==> config.mk <==
export PLATFORM = sky130hd
export DESIGN_NAME = mem_port_arbiter
export DESIGN_NICKNAME = d
export VERILOG_FILES = /design/src/rtl/mem_port_arbiter.sv
export SDC_FILE = /design/constraint.sdc
export NUM_CORES = 1
export LEC_CHECK = 0
export CAP_MARGIN = 40
export CORE_ASPECT_RATIO = 2
export CORE_UTILIZATION = 30
export CTS_CLUSTER_DIAMETER = 150
export DETAILED_ROUTE_END_ITERATION = 8
export PLACE_DENSITY = 0.64
export SLEW_MARGIN = 15
export SYNTH_ARGS = -nofsm -noshare
export SYNTH_HDL_FRONTEND = slang
export SYNTH_SLANG_ARGS = --single-unit
==> constraint.sdc <==
create_clock -name clk_in -period 7.15 [get_ports clk_in]
set_clock_uncertainty 0.15 [all_clocks]
set_input_delay 1.7875 -clock clk_in [delete_from_list [all_inputs] [get_ports clk_in]]
set_output_delay 1.7875 -clock clk_in [all_outputs]
set_load 0.01 [all_outputs]
==> src/rtl/mem_port_arbiter.sv <==
// mem_port_arbiter
// Shares one byte-wide RAM port between instruction fetch (IF) and the MEM
// stage. Each granted request becomes 1, 2 or 4 single-byte RAM accesses in
// little-endian order. Read data is assembled and then sign- or zero-extended.
// Per-requester stall outputs hold the pipeline while a request is
// outstanding.
//
// Optional build macro: ARB_RR_EN
//   defined   - round-robin on simultaneous requests (last-owner register)
//   undefined - fixed MEM-over-IF priority
//
// Ports:
//   clk_in, rst_n_in      clock (rising edge), synchronous active-low reset
//   rdy_in                global ready; low freezes all state, gates ram_wr_out
//   if_req_in/if_addr_in  IF word-read request and byte address
//   if_data_out/done_out  fetched word, one-cycle completion pulse
//   mem_req_in, mem_we_in, mem_size_in, mem_sign_in, mem_addr_in,
//   mem_wdata_in          MEM load/store request
//   mem_rdata_out/done    extended load result, one-cycle completion pulse
//   if_stall_out, mem_stall_out  request pending and not yet done
//   ram_din_in            RAM read data for the address registered last edge
//   ram_dout_out, ram_a_out, ram_wr_out  RAM write data, address, write strobe
module mem_port_arbiter #(
    parameter int ADDR_W = 17
) (
    input  logic              clk_in,
    input  logic              rst_n_in,
    input  logic              rdy_in,
    input  logic              if_req_in,
    input  logic [31:0]       if_addr_in,
    output logic [31:0]       if_data_out,
    output logic              if_done_out,
    input  logic              mem_req_in,
    input  logic              mem_we_in,
    input  logic [1:0]        mem_size_in,
    input  logic              mem_sign_in,
    input  logic [31:0]       mem_addr_in,
    input  logic [31:0]       mem_wdata_in,
    output logic [31:0]       mem_rdata_out,
    output logic              mem_done_out,
    output logic              if_stall_out,
    output logic              mem_stall_out,
    input  logic [7:0]        ram_din_in,
    output logic [7:0]        ram_dout_out,
    output logic [ADDR_W-1:0] ram_a_out,
    output logic              ram_wr_out
);

    typedef enum logic [1:0] {IDLE, RD, WR} state_t;

    // Sign/zero extension of an assembled little-endian load.
    function automatic logic [31:0] extend_load(input logic [31:0] raw,
                                                input logic [1:0]  nlast,
                                                input logic        sgn);
        logic [31:0] res;
        case (nlast)
            2'd0:    res = sgn ? {{24{raw[7]}}, raw[7:0]}   : {24'd0, raw[7:0]};
            2'd1:    res = sgn ? {{16{raw[15]}}, raw[15:0]} : {16'd0, raw[15:0]};
            default: res = raw;
        endcase
        return res;
    endfunction

    state_t              state_q, state_d;
    logic [1:0]          cnt_q, cnt_d;
    logic                owner_q, owner_d;      // 1 = MEM owns the transaction
    logic [ADDR_W-1:0]   ram_a_q, ram_a_d;
    logic [7:0]          ram_dout_q, ram_dout_d;
    logic                ram_wr_q, ram_wr_d;
    logic [31:0]         if_data_q, if_data_d;
    logic [31:0]         mem_rdata_q, mem_rdata_d;
    logic                if_done_q, if_done_d;
    logic                mem_done_q, mem_done_d;

    // Transaction payload: not reset, only meaningful once accepted.
    logic [ADDR_W-1:0]   base_q, base_d;
    logic [1:0]          nlast_q, nlast_d;      // byte count minus one
    logic                sign_q, sign_d;
    logic [3:0][7:0]     wbytes_q, wbytes_d;
    logic [3:0][7:0]     rbytes_q, rbytes_d;

    logic                accept;
    logic                grant_mem;
    logic [1:0]          cnt_inc;
    logic [3:0][7:0]     rd_word;
    logic [1:0]          mem_nlast;

    // Upper address bits are ignored; addresses wrap modulo 2^ADDR_W.
    logic unused_addr_bits;
    assign unused_addr_bits = ^{if_addr_in[31:ADDR_W], mem_addr_in[31:ADDR_W]};

    // A done pulse in the current cycle blocks acceptance, which forces the
    // one-cycle gap and keeps a still-asserted request from being re-served.
    assign accept = (state_q == IDLE) && rdy_in && !if_done_q && !mem_done_q &&
                    (if_req_in || mem_req_in);

`ifdef ARB_RR_EN
    logic last_mem_q;   // 1 = MEM was granted most recently

    assign grant_mem = mem_req_in && (!if_req_in || !last_mem_q);

    always_ff @(posedge clk_in) begin
        if (!rst_n_in) begin
            last_mem_q <= 1'b0;
        end else if (accept) begin
            last_mem_q <= grant_mem;
        end
    end
`else
    assign grant_mem = mem_req_in;
`endif

    always_comb begin
        case (mem_size_in)
            2'd0:    mem_nlast = 2'd0;
            2'd1:    mem_nlast = 2'd1;
            default: mem_nlast = 2'd3;
        endcase
    end

    always_comb begin
        state_d     = state_q;
        cnt_d       = cnt_q;
        owner_d     = owner_q;
        ram_a_d     = ram_a_q;
        ram_dout_d  = ram_dout_q;
        ram_wr_d    = ram_wr_q;
        if_data_d   = if_data_q;
        mem_rdata_d = mem_rdata_q;
        if_done_d   = 1'b0;
        mem_done_d  = 1'b0;
        base_d      = base_q;
        nlast_d     = nlast_q;
        sign_d      = sign_q;
        wbytes_d    = wbytes_q;
        rbytes_d    = rbytes_q;

        cnt_inc = cnt_q + 2'd1;
        // Current byte merged straight from the RAM so the final byte does not
        // cost an extra cycle.
        rd_word          = rbytes_q;
        rd_word[cnt_q]   = ram_din_in;

        case (state_q)
            IDLE: begin
                if (accept) begin
                    cnt_d   = 2'd0;
                    owner_d = grant_mem;
                    if (grant_mem) begin
                        base_d   = mem_addr_in[ADDR_W-1:0];
                        nlast_d  = mem_nlast;
                        sign_d   = mem_sign_in;
                        wbytes_d = mem_wdata_in;
                    end else begin
                        base_d  = if_addr_in[ADDR_W-1:0];
                        nlast_d = 2'd3;
                        sign_d  = 1'b0;
                    end
                    ram_a_d = base_d;
                    if (grant_mem && mem_we_in) begin
                        state_d    = WR;
                        ram_dout_d = mem_wdata_in[7:0];
                        ram_wr_d   = 1'b1;
                    end else begin
                        state_d = RD;
                    end
                end
            end
            RD: begin
                rbytes_d = rd_word;
                if (cnt_q == nlast_q) begin
                    state_d = IDLE;
                    if (owner_q) begin
                        mem_done_d  = 1'b1;
                        mem_rdata_d = extend_load(rd_word, nlast_q, sign_q);
                    end else begin
                        if_done_d = 1'b1;
                        if_data_d = rd_word;
                    end
                end else begin
                    cnt_d   = cnt_inc;
                    ram_a_d = base_q + ADDR_W'(cnt_inc);
                end
            end
            WR: begin
                if (cnt_q == nlast_q) begin
                    state_d    = IDLE;
                    ram_wr_d   = 1'b0;
                    mem_done_d = 1'b1;
                end else begin
                    cnt_d      = cnt_inc;
                    ram_a_d    = base_q + ADDR_W'(cnt_inc);
                    ram_dout_d = wbytes_q[cnt_inc];
                end
            end
            default: begin
                state_d  = IDLE;
                ram_wr_d = 1'b0;
            end
        endcase
    end

    always_ff @(posedge clk_in) begin
        if (!rst_n_in) begin
            state_q     <= IDLE;
            cnt_q       <= 2'd0;
            owner_q     <= 1'b0;
            ram_a_q     <= '0;
            ram_dout_q  <= 8'd0;
            ram_wr_q    <= 1'b0;
            if_data_q   <= 32'd0;
            mem_rdata_q <= 32'd0;
            if_done_q   <= 1'b0;
            mem_done_q  <= 1'b0;
        end else if (rdy_in) begin
            state_q     <= state_d;
            cnt_q       <= cnt_d;
            owner_q     <= owner_d;
            ram_a_q     <= ram_a_d;
            ram_dout_q  <= ram_dout_d;
            ram_wr_q    <= ram_wr_d;
            if_data_q   <= if_data_d;
            mem_rdata_q <= mem_rdata_d;
            if_done_q   <= if_done_d;
            mem_done_q  <= mem_done_d;
        end
    end

    always_ff @(posedge clk_in) begin
        if (rdy_in) begin
            base_q   <= base_d;
            nlast_q  <= nlast_d;
            sign_q   <= sign_d;
            wbytes_q <= wbytes_d;
            rbytes_q <= rbytes_d;
        end
    end

    assign if_data_out   = if_data_q;
    assign if_done_out   = if_done_q;
    assign mem_rdata_out = mem_rdata_q;
    assign mem_done_out  = mem_done_q;
    assign ram_a_out     = ram_a_q;
    assign ram_dout_out  = ram_dout_q;
    assign ram_wr_out    = ram_wr_q && rdy_in;
    assign if_stall_out  = if_req_in && !if_done_q;
    assign mem_stall_out = mem_req_in && !mem_done_q;

endmodule

# Yosys cells after proc, flatten, opt, wreduce, memory -nomap -nowiden
# Index checks and enable logic that the tools add are counted.
# op_classes
mux,35
reduce_logical,27
order_cmp,3
bitwise_logic,2
n_eq_ne,11
add_sub_neg,2
# ops
cell,n
$mux 32,2
$pmux 32 s2,1
$mux 17,3
$mux 8,5
$pmux 17 s2,1
$bwmux 32,1
$add 17x2->17,1
$bmux 8 s2,1
$demux 8 s2,1
$pmux 8 s2,1
$reduce_and 4->1,4
$pmux 2 s2,3
$mux 2,5
$reduce_and 5->1,2
$logic_and 1x1->1,9
$mux 1,9
$ne 2x2->1 const B,4
$eq 2x1->1 const B,3
$logic_not 2->1,3
$lt 2x3->1 const B,2
$reduce_and 3->1,2
$ne 2x1->1 const B,2
$reduce_bool 2->1,2
$pmux 1 s3,1
other kinds (10),12
# totals
in_bits,113
regBits,181
out_inout_bits,94
wordCells,101

# Depth between registers and ports, before layout
# logic_depth
depth_word,7
depth_mapped,12

# Worst setup path before layout
# No wires, ideal clock.
# synth_path
path_kind,input port to flip-flop
startpoint,in mem_req_in
endpoint,"reg wbytes_q[0] in the netlist's numbering, enable pin"
path_slack_ps,2540
n_path_buf,2
path_stages,4
t_arrival_ps,4034
required_time_ps,6574
cell_sequence,buf_2 -> clkbuf_1 -> nor2b_1 -> nor2b_1
# synth_between
elab_chain_len,3
# synth_lines
element,line_no,rtl
"start, declared",33,"input logic mem_req_in,"
$logic_or 1x1->1,95,(if_req_in || mem_req_in);
$logic_and 1x1->1,94,assign accept = (state_q == IDLE) && rdy_in && !if_done_q && !mem_done_q &&
$reduce_and 4->1 (no line) *,--,
"end signal, assigned",234,wbytes_q <= wbytes_d;
"end, declared",79,"logic [3:0][7:0] wbytes_q, wbytes_d;"
# Every way passes the cells marked *; elsewhere a longest branch is shown, timed or not.
# A chain may end at the register's enable or synchronous reset.

# Final worst setup path
# layout_path
startpoint,in mem_req_in
endpoint,out mem_stall_out
# layout_between
elab_chain_len,1
# layout_lines
element,line_no,rtl
$logic_and 1x1->1,247,assign mem_stall_out = mem_req_in && !mem_done_q;
"end, declared",42,"output logic mem_stall_out,"
# No other way between the ends.

==> impl_results.md <==
* Cell Pwr Density at 225.7 nW/um2
* P_leak at 3.993 nW
* Avg Inst Size Synth at 12.06 um2
* Num CTS Buffers at 17
* Bufs and invs on worst path at 3
* Vias at 5,497
* FMAX at 0.1905 GHz
* RSZ-0062 raised after global routing: false
* Hold Vio Cnt, Final at 0
* Cell Chain, Critical Path: clkdlybuf4s50_1 -> buf_4 -> nor2b_1 -> clkdlybuf4s50_1
* Clock transition at path regs at 0.07 ns
* CTS HTree Levels at 4
* # DRC at 0
* Initial Utilization at 30.55%
* Cell area after placement at 9958 um2
* Slew HR at 45.02%
* Post-route design area at 10,520 um2
* Antenna diodes at 0
* Commonest non-fill, non-tap cell in the layout: clkdlybuf4s50_1
* Post-CTS setup buffers at 0
* Status: finished, final reports clean
* Port Buffers at 176
* Total GRT Usage at 16.38%
* CP required at 5.21 ns
* TNS Setup at 0 ns
* Max-slew violations at 0
* MaxCap Viol Count at 0
* Startpoint Class: input port
* Layout cells sized above 1 at 13.45%
* Initial antenna violation count at 0
* CP arrival at 3.31 ns
* DR vias/cell at 4.718
* Largest stage delay on the critical path at 0.56 ns
* # nets final at 935
* Warnings, synthesis at 0
* Largest delay share family, worst path: buffers and inverters
* Register area share after synthesis at 56.97%
* Remaining antenna violation count at 0
* CP most frequent cell: clkdlybuf4s50_1
* Synthesis-to-finish area growth at 34.28%
* Syn Nets at 773
* Root Buffer: clkbuf_16
* Syn Inst Count at 650
* # rows at 83
* Iter 0 DRT Violations at 189
* Skew-Pair Late Insertion Delay at 0.45 ns
* Peak VDD IR at 0.1746 mV
* Tmin final at 5.249 ns
* Ys async rst share at 0%
* Clock sink count at 181
* Die Y at 230.6 um
* IO Pins at 207
* Hold buffers post-CTS at 0
* Setup Viol. Count Final at 0
* GPL Wtd Cong at 0.7969
* Most frequent cells in the layout: clkdlybuf4s50_1, dfxtp_1, edfxtp_1, nand2_1, mux2i_1
* Crit Path Max Fanout at 24
* Die area at 26,810 um2
* Number of global-route vias before repair at 5,562
* Drt pass-1 iters at 5
* Hold Path Class: register to register
* Final WL at 20.85 mm
* Chip width at 116.3 um
* Critical path type: input port to output pin
* CTS tree: built
* Largest net degree at the start of global routing at 61
* Final worst path period share at 73.41%
* Critical path endpoint category: output pin
* Ys flop type: dfxtp_1
* Core area at 25,650 um2
* Post-synth cell types at 55
* First-pass GRT wire length at 31.85 mm
* CP max-delay cell: clkdlybuf4s50_1
* Global route overflow at 0
* Post-synth EDFFs at 84
* Worst-Margin Slew at 0.8202 ns
* Number of synthesized register bits at 181
* Mapped cell area at 7836 um2
* # resized after CTS at 0
* CTS max path bufs at 2
* Routed wire per std cell at 17.89 um
* Dpl hpwl at 14.85 mm
## cell families after synthesis
group,count (synthesis),synth area share (%)
multiplexers,96,14.19
buffers and inverters,67,3.736
adder cells (fa/ha/maj),10,1.693
AND/OR/NAND/NOR,167,10.78
AO/OA/AOI/OAI,116,11.08
XOR/XNOR,13,1.549
flip-flops,181,56.97
## worst register-to-register path: stages, from the launching register on
cell and delay, ns:
dfxtp_1 0.48, inv_1 0.17, ha_1 0.74, ha_1 0.36, a21oi_1 0.49, nor4_4 0.13, mux2i_1 0.15, a221oi_1 0.35
a31o_1 0.14
## sequential cells by signal (all words and copies together) (netlist names), 2 cells and up
signal,count
if_data_out,32
mem_rdata_out,32
rbytes_q,32
wbytes_q,32
base_q,17
ram_a_out,17
ram_dout_out,8
cnt_q,2
nlast_q,2
state_q,2
## cells in the mapped netlist (4+ instances only)
library cell | count | area share (%)
dfxtp_1 | 97 | 25
edfxtp_1 | 84 | 32
nand2_1 | 59 | 2.8
mux2i_1 | 47 | 6.0
mux2_2 | 41 | 5.9
nor2b_1 | 32 | 2.6
clkbuf_1 | 26 | 1.2
nand3_1 | 26 | 1.7
o21ai_0 | 25 | 1.6
o211a_1 | 24 | 3.1
inv_1 | 22 | 1.1
a21oi_1 | 21 | 1.3
nor2_1 | 21 | 1.0
buf_2 | 12 | 0.77
ha_1 | 9 | 1.4
o221a_2 | 9 | 1.3
mux4_2 | 8 | 2.3
and2_1 | 7 | 0.56
o211ai_1 | 7 | 0.67
xnor2_1 | 6 | 0.67
xor2_1 | 6 | 0.67
a21boi_0 | 5 | 0.48
and3_1 | 4 | 0.32
nand4_1 | 4 | 0.32
o21a_1 | 4 | 0.38
## final timing paths
path,startpoint,to,slack [ns],cells past startpoint
setup / recovery,mem_req_in,mem_stall_out,1.90,4
hold / removal,ram_a_out[8]$_SDFFE_PN0P_,ram_a_out[8]$_SDFFE_PN0P_,0.31,2
setup reg to reg,cnt_q[0]$_SDFFE_PN0P_,ram_a_out[15]$_SDFFE_PN0P_,3.93,8
hold reg to reg,ram_a_out[8]$_SDFFE_PN0P_,ram_a_out[8]$_SDFFE_PN0P_,0.31,2
## report_power, final
group | switching [mW] | internal [mW]
Combinational | 0.157 | 0.154
Sequential | 0.0258 | 1.14
Clock | 0.441 | 0.459
## cell type report
type,instances,area [um2]
sequential,181,4464
timing repair buffer,188,1896
fill,2515,15130
tap,340,425.4
clock buffer,17,425.4
multi-input combinational,402,3090
clock inverter,15,138.9
inverter,22,82.58
## layer usage
metal / vias up / global-route usage (%) / wire length (um)
li1: 2678 / - / -
met1: 2649 / 17.12 / 7894
met2: 144 / 30.34 / 11710
met3: 26 / 3.124 / 646
met4: 0 / 7.933 / 591
met5: - / 0 / 0
## per-stage QoR
stage          total power, mW  hold slack (ns)  util [%]  setup slack (ns)  std cells
5_1_grt                  2.472           0.3196     41.02             1.813       1165
2_1_floorplan            1.352           0.3249         -             2.540        650
6_report                 2.375           0.3091     41.02             1.901       1165
3_5_place_dp             1.503           0.2986     38.82             1.897       1133
4_1_cts                  2.414           0.3119     41.02             1.879       1165
3_3_place_gp             1.490           0.2984     38.50             1.911       1128
(Power assumes the default switching activity.)
